## config.mk

```make
export PLATFORM = sky130hd
export DESIGN_NAME = bubble_sort_engine_flat
export DESIGN_NICKNAME = d
export VERILOG_FILES = /design/src/rtl/bubble_sort_engine_if.sv /design/src/rtl/bubble_sort_engine.sv /design/src/flat_wrapper.sv
export SDC_FILE = /design/constraint.sdc
export NUM_CORES = 1
export LEC_CHECK = 0
export CAP_MARGIN = 20
export CORE_MARGIN = 2
export CORE_UTILIZATION = 51
export CTS_CLUSTER_SIZE = 25
export DETAILED_ROUTE_END_ITERATION = 10
export PLACE_DENSITY = 0.8
export SLEW_MARGIN = 5
export SYNTH_ARGS = -nofsm -noshare
export SYNTH_HDL_FRONTEND = slang
export SYNTH_SLANG_ARGS = --single-unit
```

## constraint.sdc

```tcl
create_clock -name clk -period 4.33 [get_ports clk]
set_clock_uncertainty 0.05 [all_clocks]
set_input_delay 1.0825 -clock clk [delete_from_list [all_inputs] [get_ports clk]]
set_output_delay 1.0825 -clock clk [all_outputs]
set_load 0.02 [all_outputs]
```

## src/rtl/bubble_sort_engine_if.sv

```systemverilog
// Signal bundle between the bubble-sort engine and whatever drives and observes it.
// The DUT takes the slave view; the stimulus side takes the master view.
interface bubble_sort_engine_if #(
   parameter int WIDTH = 4
);
   logic             start;
   logic             step_en;
   logic [WIDTH-1:0] in_num_0;
   logic [WIDTH-1:0] in_num_1;
   logic [WIDTH-1:0] in_num_2;
   logic [WIDTH-1:0] in_num_3;
   logic [WIDTH-1:0] sorted_nums_0;
   logic [WIDTH-1:0] sorted_nums_1;
   logic [WIDTH-1:0] sorted_nums_2;
   logic [WIDTH-1:0] sorted_nums_3;
   logic             sorting_done;
   logic             busy;
   logic [1:0]       cmp_idx;
   logic [7:0]       swap_count;
   logic [1:0]       dbg_state;

   // Handshake: start is a one-cycle request that is accepted only while the
   // engine is idle or done (busy low); step_en is a level qualifier that
   // executes one compare per clock while busy and is ignored otherwise.
   modport master (
      output start, step_en, in_num_0, in_num_1, in_num_2, in_num_3,
      input  sorted_nums_0, sorted_nums_1, sorted_nums_2, sorted_nums_3,
      input  sorting_done, busy, cmp_idx, swap_count, dbg_state
   );

   modport slave (
      input  start, step_en, in_num_0, in_num_1, in_num_2, in_num_3,
      output sorted_nums_0, sorted_nums_1, sorted_nums_2, sorted_nums_3,
      output sorting_done, busy, cmp_idx, swap_count, dbg_state
   );
endinterface

```

## src/rtl/bubble_sort_engine.sv

```systemverilog
// Four-element bubble sort that performs one compare/swap per step_en cycle,
// exposing the working array, compare position and swap count as it goes.
module bubble_sort_engine #(
   parameter int WIDTH = 4
) (
   input  logic                  clk,
   input  logic                  rst_n,
   bubble_sort_engine_if.slave   bus
);
   typedef enum logic [1:0] {
      ST_IDLE = 2'd0,
      ST_SORT = 2'd1,
      ST_DONE = 2'd2
   } state_t;

   state_t                  state_q, state_d;
   logic [3:0][WIDTH-1:0]   a_q, a_d;
   logic [1:0]              pass_q, pass_d;
   logic [1:0]              idx_q, idx_d;
   logic                    swapped_q, swapped_d;
   logic [7:0]              swap_count_q, swap_count_d;

   logic [WIDTH-1:0]        left_val;
   logic [WIDTH-1:0]        right_val;
   logic                    do_swap;
   logic                    swapped_now;
   logic                    pass_end;

   always_ff @(posedge clk or negedge rst_n) begin
      if (!rst_n) begin
         state_q      <= ST_IDLE;
         a_q          <= '0;
         pass_q       <= 2'd0;
         idx_q        <= 2'd0;
         swapped_q    <= 1'b0;
         swap_count_q <= 8'd0;
      end else begin
         state_q      <= state_d;
         a_q          <= a_d;
         pass_q       <= pass_d;
         idx_q        <= idx_d;
         swapped_q    <= swapped_d;
         swap_count_q <= swap_count_d;
      end
   end

   always_comb begin
      state_d      = state_q;
      a_d          = a_q;
      pass_d       = pass_q;
      idx_d        = idx_q;
      swapped_d    = swapped_q;
      swap_count_d = swap_count_q;
      left_val     = a_q[idx_q];
      right_val    = a_q[idx_q + 2'd1];
      // Strict compare keeps equal elements in place, so the sort is stable.
      do_swap      = left_val > right_val;
      swapped_now  = swapped_q | do_swap;
      pass_end     = idx_q == (2'd2 - pass_q);

      unique case (state_q)
         ST_IDLE, ST_DONE: begin
            if (bus.start) begin
               a_d[0]       = bus.in_num_0;
               a_d[1]       = bus.in_num_1;
               a_d[2]       = bus.in_num_2;
               a_d[3]       = bus.in_num_3;
               pass_d       = 2'd0;
               idx_d        = 2'd0;
               swapped_d    = 1'b0;
               swap_count_d = 8'd0;
               state_d      = ST_SORT;
            end
         end
         ST_SORT: begin
            if (bus.step_en) begin
               if (do_swap) begin
                  a_d[idx_q]         = right_val;
                  a_d[idx_q + 2'd1]  = left_val;
                  if (swap_count_q != 8'hFF) swap_count_d = swap_count_q + 8'd1;
               end
               if (pass_end) begin
                  idx_d     = 2'd0;
                  swapped_d = 1'b0;
                  // A swap-free pass proves the array is already ordered.
                  if (pass_q == 2'd2 || !swapped_now) state_d = ST_DONE;
                  else                                pass_d  = pass_q + 2'd1;
               end else begin
                  idx_d     = idx_q + 2'd1;
                  swapped_d = swapped_now;
               end
            end
         end
         default: state_d = ST_IDLE;
      endcase
   end

   assign bus.sorted_nums_0 = a_q[0];
   assign bus.sorted_nums_1 = a_q[1];
   assign bus.sorted_nums_2 = a_q[2];
   assign bus.sorted_nums_3 = a_q[3];
   assign bus.busy          = state_q == ST_SORT;
   assign bus.sorting_done  = state_q == ST_DONE;
   assign bus.cmp_idx       = (state_q == ST_SORT) ? idx_q : 2'd0;
   assign bus.swap_count    = swap_count_q;
   assign bus.dbg_state     = state_q;
endmodule

```

## src/flat_wrapper.sv

```systemverilog
// flat-port wrapper written by rule: the top's interface ports become plain ports
module bubble_sort_engine_flat 
#(
   parameter int WIDTH = 4
)
  (clk, rst_n, bus_start, bus_step_en, bus_in_num_0, bus_in_num_1, bus_in_num_2, bus_in_num_3, bus_sorted_nums_0, bus_sorted_nums_1, bus_sorted_nums_2, bus_sorted_nums_3, bus_sorting_done, bus_busy, bus_cmp_idx, bus_swap_count, bus_dbg_state);
  bubble_sort_engine_if #(.WIDTH(WIDTH)) bus_i ();
  input  logic clk;
  input  logic rst_n;
  input wire logic [$bits(bus_i.start)-1:0] bus_start;
  input wire logic [$bits(bus_i.step_en)-1:0] bus_step_en;
  input wire logic [$bits(bus_i.in_num_0)-1:0] bus_in_num_0;
  input wire logic [$bits(bus_i.in_num_1)-1:0] bus_in_num_1;
  input wire logic [$bits(bus_i.in_num_2)-1:0] bus_in_num_2;
  input wire logic [$bits(bus_i.in_num_3)-1:0] bus_in_num_3;
  output wire logic [$bits(bus_i.sorted_nums_0)-1:0] bus_sorted_nums_0;
  output wire logic [$bits(bus_i.sorted_nums_1)-1:0] bus_sorted_nums_1;
  output wire logic [$bits(bus_i.sorted_nums_2)-1:0] bus_sorted_nums_2;
  output wire logic [$bits(bus_i.sorted_nums_3)-1:0] bus_sorted_nums_3;
  output wire logic [$bits(bus_i.sorting_done)-1:0] bus_sorting_done;
  output wire logic [$bits(bus_i.busy)-1:0] bus_busy;
  output wire logic [$bits(bus_i.cmp_idx)-1:0] bus_cmp_idx;
  output wire logic [$bits(bus_i.swap_count)-1:0] bus_swap_count;
  output wire logic [$bits(bus_i.dbg_state)-1:0] bus_dbg_state;
  assign bus_i.start = bus_start;
  assign bus_i.step_en = bus_step_en;
  assign bus_i.in_num_0 = bus_in_num_0;
  assign bus_i.in_num_1 = bus_in_num_1;
  assign bus_i.in_num_2 = bus_in_num_2;
  assign bus_i.in_num_3 = bus_in_num_3;
  assign bus_sorted_nums_0 = bus_i.sorted_nums_0;
  assign bus_sorted_nums_1 = bus_i.sorted_nums_1;
  assign bus_sorted_nums_2 = bus_i.sorted_nums_2;
  assign bus_sorted_nums_3 = bus_i.sorted_nums_3;
  assign bus_sorting_done = bus_i.sorting_done;
  assign bus_busy = bus_i.busy;
  assign bus_cmp_idx = bus_i.cmp_idx;
  assign bus_swap_count = bus_i.swap_count;
  assign bus_dbg_state = bus_i.dbg_state;
  bubble_sort_engine #(.WIDTH(WIDTH)) u_core (.clk(clk), .rst_n(rst_n), .bus(bus_i));
endmodule
```

Yosys cells after proc, flatten, opt, wreduce, memory -nomap -nowiden
Index checks and enable logic that the tools add are counted.
{"block": "word_totals", "regBits": 31, "input_bits": 20, "out_inout_bits": 30, "elab_cells": 80}
{"block": "classes", "add_sub_neg": 4, "magnitude_cmp": 5, "eq_ne": 12, "n_mux": 37, "bitwise_logic": 1, "n_reduce_logical": 12}
{"cell": "$mux 16", "count": 3}
{"cell": "$bwmux 16", "count": 2}
{"cell": "$mux 8", "count": 4}
{"cell": "$pmux 16 s2", "count": 1}
{"cell": "$mux 2", "count": 11}
{"cell": "$bmux 4 s2", "count": 2}
{"cell": "$demux 4 s2", "count": 2}
{"cell": "$mux 4", "count": 4}
{"cell": "$pmux 8 s2", "count": 1}
{"cell": "$pmux 2 s2", "count": 3}
{"cell": "$reduce_and 5->1", "count": 2}
{"cell": "$add 8x1->8 const B", "count": 1}
{"cell": "$ne 2x1->1 const B", "count": 4}
{"cell": "$ne 8x8->1 const B", "count": 1}
{"cell": "$reduce_and 4->1", "count": 2}
{"cell": "$lt 2x3->1 const B", "count": 2}
{"cell": "$ne 2x2->1 const B", "count": 3}
{"cell": "$add 2x1->2 const B", "count": 2}
{"cell": "$eq 2x2->1 const B", "count": 2}
{"cell": "$ge 2x1->1 const B", "count": 2}
{"cell": "$gt 4x4->1", "count": 1}
{"cell": "$mux 1", "count": 3}
{"cell": "$reduce_and 3->1", "count": 1}
{"cell": "$eq 2x1->1 const B", "count": 1}
{"cell": "other kinds (10)", "count": 11}

Depth between registers and ports, before layout
{"block": "logic_depth", "word_depth": 11, "depth_mapped": 15, "mapped_depth_nobuf": 11}

Worst setup path after synthesis
No wires, ideal clock.
{"block": "synth_path", "path_kind": "flip-flop to flip-flop", "startpoint": "register u_core.idx_q[0]", "endpoint": "register u_core.a_q (netlist bit u_core.bus.sorted_nums_0[0])", "setup_time_ps": 125, "arrival_ps": 3550, "required_time_ps": 4155, "slack_ps": 605, "stages_incl_launch_ff": 14, "n_path_buf": 3, "synth_period_minus_slack_ps": 3725, "path_cell_list": "dfrtp_1 > buf_2 > buf_1 > inv_1 > ha_1 > clkbuf_1 > mux2i_1 > mux2i_1 > ha_1 > nor2b_1 > o211ai_1 > a211o_4 > nor2_1 > mux2_2"}
{"block": "synth_between", "elab_chain_cells": 9, "word_cells_on_any_way": 23, "cone_classes": "add/sub: 1; order compare: 5; eq/ne: 1; mux: 13; reduce/logical: 3"}
{"item": "start, declared", "line": "bubble_sort_engine.sv:19", "source": "logic [1:0] idx_q, idx_d;"}
{"item": "start signal, assigned", "line": "bubble_sort_engine.sv:41", "source": "idx_q <= idx_d;"}
{"item": "$add 2x1->2, or another cell as far along", "line": "bubble_sort_engine.sv:55, bubble_sort_engine.sv:79"}
{"item": "$lt 2x3->1 (implied by the code), or another cell as far along", "line": "bubble_sort_engine.sv:79", "source": "a_d[idx_q + 2'd1] = left_val;"}
{"item": "$logic_and 1x1->1 (implied by the code) / $mux 4 (equally long branches)", "line": "bubble_sort_engine.sv:79, bubble_sort_engine.sv:78"}
{"item": "$mux 4 (implied by the code) / $demux 4 s2 (equally long branches)"}
{"item": "$demux 4 s2 / $bwmux 16 (equally long branches)"}
{"item": "$bwmux 16", "line": "bubble_sort_engine.sv:79"}
{"item": "$mux 16", "line": "bubble_sort_engine.sv:77", "source": "if (do_swap) begin"}
{"item": "$mux 16", "line": "bubble_sort_engine.sv:76", "source": "if (bus.step_en) begin"}
{"item": "$pmux 16 s2", "line": "bubble_sort_engine.sv:61", "source": "unique case (state_q)"}
{"item": "end signal, assigned", "line": "bubble_sort_engine.sv:32", "source": "a_q <= '0;"}
{"item": "end signal, assigned", "line": "bubble_sort_engine.sv:39", "source": "a_q <= a_d;"}
{"item": "end, declared", "line": "bubble_sort_engine.sv:17", "source": "logic [3:0][WIDTH-1:0] a_q, a_d;"}
Parallel ways exist; a longest one is shown, timed or not. The select of a mux whose other input is x is not followed.
A chain may end at the register's enable or synchronous reset.

Worst setup path in the final report
{"block": "layout_path", "startpoint": "register u_core.idx_q[1]", "endpoint": "register u_core.a_q (netlist bit u_core.bus.sorted_nums_0[2])"}
The elaborated chain is that of the path after synthesis.

==> metrics.cfg <==
[placed_design]
gp_congestion=1.00
port_buffers=49
dp_hpwl_um=4280
place_ws_ps=523
placed_area_um2=2860

[yosys]
synthFlopType=dfrtp_1
synth_common_cells=nand2_1 (41), dfrtp_1 (31), mux2i_1 (28), o21ai_0 (24), mux2_2 (17)
ys_warn_count=0
syn_area_um2=2340
synth_fa_ha_area_share_pct=5.35
synth_compound_area_share_pct=15.0
synth-simple-area-share_pct=16.8
async_flop_share_pct=100
synth.area.top_cells=dfrtp_1 (33%), mux2i_1 (12%), mux2_2 (8.2%)
synth-edff-count=0
ys_seq_elements=31
synth.net_count=286
synth_top_cell_by_area=dfrtp_1
ys_types=36
synth_mux_area_share_pct=24.0
syn_area_per_cell_um2=9.14
synth_xor_xnor_area_share_pct=0.749
ys_seq_area_share_pct=33.2
yosysMostFrequentCell=nand2_1
synth_top_family_by_area=multiplexers
syn-instance-count=256
synth_top_area_share_pct=33.2

[sta]
slew_viol_final=0
max_freq_mhz=257
timing.final.ws_setup_ps=436
hold_ws_ps=493
slew-limit-headroom_pct=66.2
setup_viol=0
rsz0062_at_grt=false
min_period_ps=3890
min_period_over_period_pct=89.9
worstMarginPinSlew_ps=505
final.setup.tns_ps=0
hold_viol_final=0

[grt]
grt_usage_pct=24.7
grt-ovfl-total=0
grt_pass1_wl_um=9860
antenna_found_initial=0
grt_pass1_vias=2014
grt_start_max_net_pins=32

[critical_path]
endpoint_kind=flip-flop
ff2ff_path_depth=11
crit_required_ps=4450
startpoint_type=flip-flop
rrSetupSlack_ps=440
crit-reg2reg-launch=u_core.idx_q[1]$_DFFE_PN0P_
path_class=reg -> reg
arrival_ps=4020
worst_r2r_endpoint=u_core.bus.sorted_nums_0[2]$_DFFE_PN0P_
crit_fanout=17

[min_path]
worst_hold_path.endpoint=u_core.pass_q[1]$_DFFE_PN0P_
worstHoldPathType=reg -> reg
min_from=u_core.pass_q[1]$_DFFE_PN0P_
holdPathStages=2

[pwr]
p_clk_share_pct=11.2
p_total_mw=2.60
swShare_pct=47.8
p_per_area_nw_per_um2=876
pwr-share-seq_pct=20.0
intPower_mw=1.36
leakagePower_nw=1.25
ir_drop_uv=453
share_comb_of_total_power_pct=68.8
p_sw_mw=1.24

[clock_network]
post_cts_buffers=0
cts_tree=done
cts.sink_count=31
clock_latency_ps=290
clk_pin_slew_ps=80
h-tree-depth=2
cts-resized-gates=0
numCtsBuffers=5
clockBufferDepth=2
cts-root-buf=clkbuf_8
cts-hold-fix-buffers=0

[detailed_routing]
drt_iter0_drc=141
vias_per_cell=5.98
drtPass1Iterations=5
wl_per_cell_um=16.7
num_vias=2122
ant_nets=0
drcViolationCount=0
wirelength_um=5910

[finish]
seqCellArea_um2=776
multi_input_area_um2=1450
final_cell_area_um2=2970
layout.nets=332
nFillCells=369
drive_gt1_share_pct=11.9
synthToLayoutAreaGrowth_pct=26.8
antenna_cells=0

[floorplanning]
placementRows=24
io_pins=50
fp.dieArea_um2=5150
floorplan.core_area_um2=4380
fp.dieH_um=71.7
dieWidth_um=71.7
initial_core_util_pct=53.4

[job]
drv_cap=0

[status]
status=completed

## worst max-delay path by stage
| stage | start | slack [ps] | to |
|---|---|---|---|
| 2_1_floorplan | u_core.idx_q[0]$_DFFE_PN0P_ | 600 | u_core.bus.sorted_nums_0[0]$_DFFE_PN0P_ |
| 3_3_place_gp | u_core.idx_q[1]$_DFFE_PN0P_ | 620 | u_core.bus.sorted_nums_0[0]$_DFFE_PN0P_ |
| 3_5_place_dp | u_core.idx_q[1]$_DFFE_PN0P_ | 520 | u_core.bus.sorted_nums_0[2]$_DFFE_PN0P_ |
| 4_1_cts | u_core.idx_q[1]$_DFFE_PN0P_ | 500 | u_core.bus.sorted_nums_0[2]$_DFFE_PN0P_ |
| 5_1_grt | u_core.idx_q[1]$_DFFE_PN0P_ | 260 | u_core.bus.sorted_nums_3[2]$_DFFE_PN0P_ |
| 6_report | u_core.idx_q[1]$_DFFE_PN0P_ | 440 | u_core.bus.sorted_nums_0[2]$_DFFE_PN0P_ |
## kinds of logic after synthesis
group                    count (synthesis)
flip-flops                              31
multiplexers                            49
AND/OR/NAND/NOR                         85
adder cells (fa/ha/maj)                 10
buffers and inverters                   23
XOR/XNOR                                 2
AO/OA/AOI/OAI                           56
## through the flow
stage / utilization (%) / instances
3_3_place_gp: 65.1 / 347
5_1_grt: 67.7 / 355
2_1_floorplan: - / 256
4_1_cts: 67.7 / 355
6_report: 67.7 / 355
3_5_place_dp: 65.1 / 347
## registers in the layout, indices dropped and copies added (netlist names)
| register | cells |
|---|---|
| u_core.bus.sorted_nums_0 | 4 |
| u_core.swapped_q | 1 |
| u_core.bus.sorted_nums_2 | 4 |
| u_core.bus.sorted_nums_1 | 4 |
| u_core.pass_q | 2 |
| u_core.bus.dbg_state | 2 |
| u_core.bus.swap_count | 8 |
| u_core.idx_q | 2 |
| u_core.bus.sorted_nums_3 | 4 |
## layout make-up
cell class	count	share of cell area, %
inverters	9	1.56
multi-input cells	202	48.8
flip-flops and latches	31	26.1
clock inverters	3	1.48
repair buffers	53	17.5
clock buffers	5	2.32
well taps	52	2.19
## cells in the final DEF, fill, tap and decap left out, types with 4 or more instances in the layout
cell type	instances
clkdlybuf4s50_1	49
a21oi_1	4
nand4_1	4
o21ai_0	24
clkbuf_8	5
mux2_2	17
nand2b_1	6
inv_1	8
mux2i_1	28
dfrtp_1	31
nor3_1	5
nand2_1	41
nor2_1	13
ha_1	10
o22ai_1	16
mux4_2	4
buf_4	4
## power groups by stage
stage	Sequential (mW)	Combinational [mW]	Clock, mW
4_1_cts	0.519	1.78	0.296
2_1_floorplan	0.586	1.23	0
3_3_place_gp	0.524	1.74	0
3_5_place_dp	0.522	1.77	0
5_1_grt	0.536	1.97	0.308
6_report	0.520	1.79	0.290
## routing by layer
| metal | wire length [um] | vias to the layer above | global-route usage (%) |
|---|---|---|---|
| met1 | 2720 | 1005 | 36.2 |
| li1 | - | 1027 | - |
| met2 | 2710 | 84 | 36.5 |
| met4 | 93 | 0 | 9.22 |
| met5 | 0 | - | 0 |
| met3 | 381 | 6 | 4.36 |
## critical path: stages (launching register included)
cell and delay, ps:
dfrtp_1 610, inv_1 150, ha_1 610, mux2i_1 480
nand2_1 130, nand2_1 80, ha_1 250, nand4_1 140
nor2_1 70, a211o_4 390, nor2_1 430, mux2_2 390
Power figures use the tool's default switching activity.
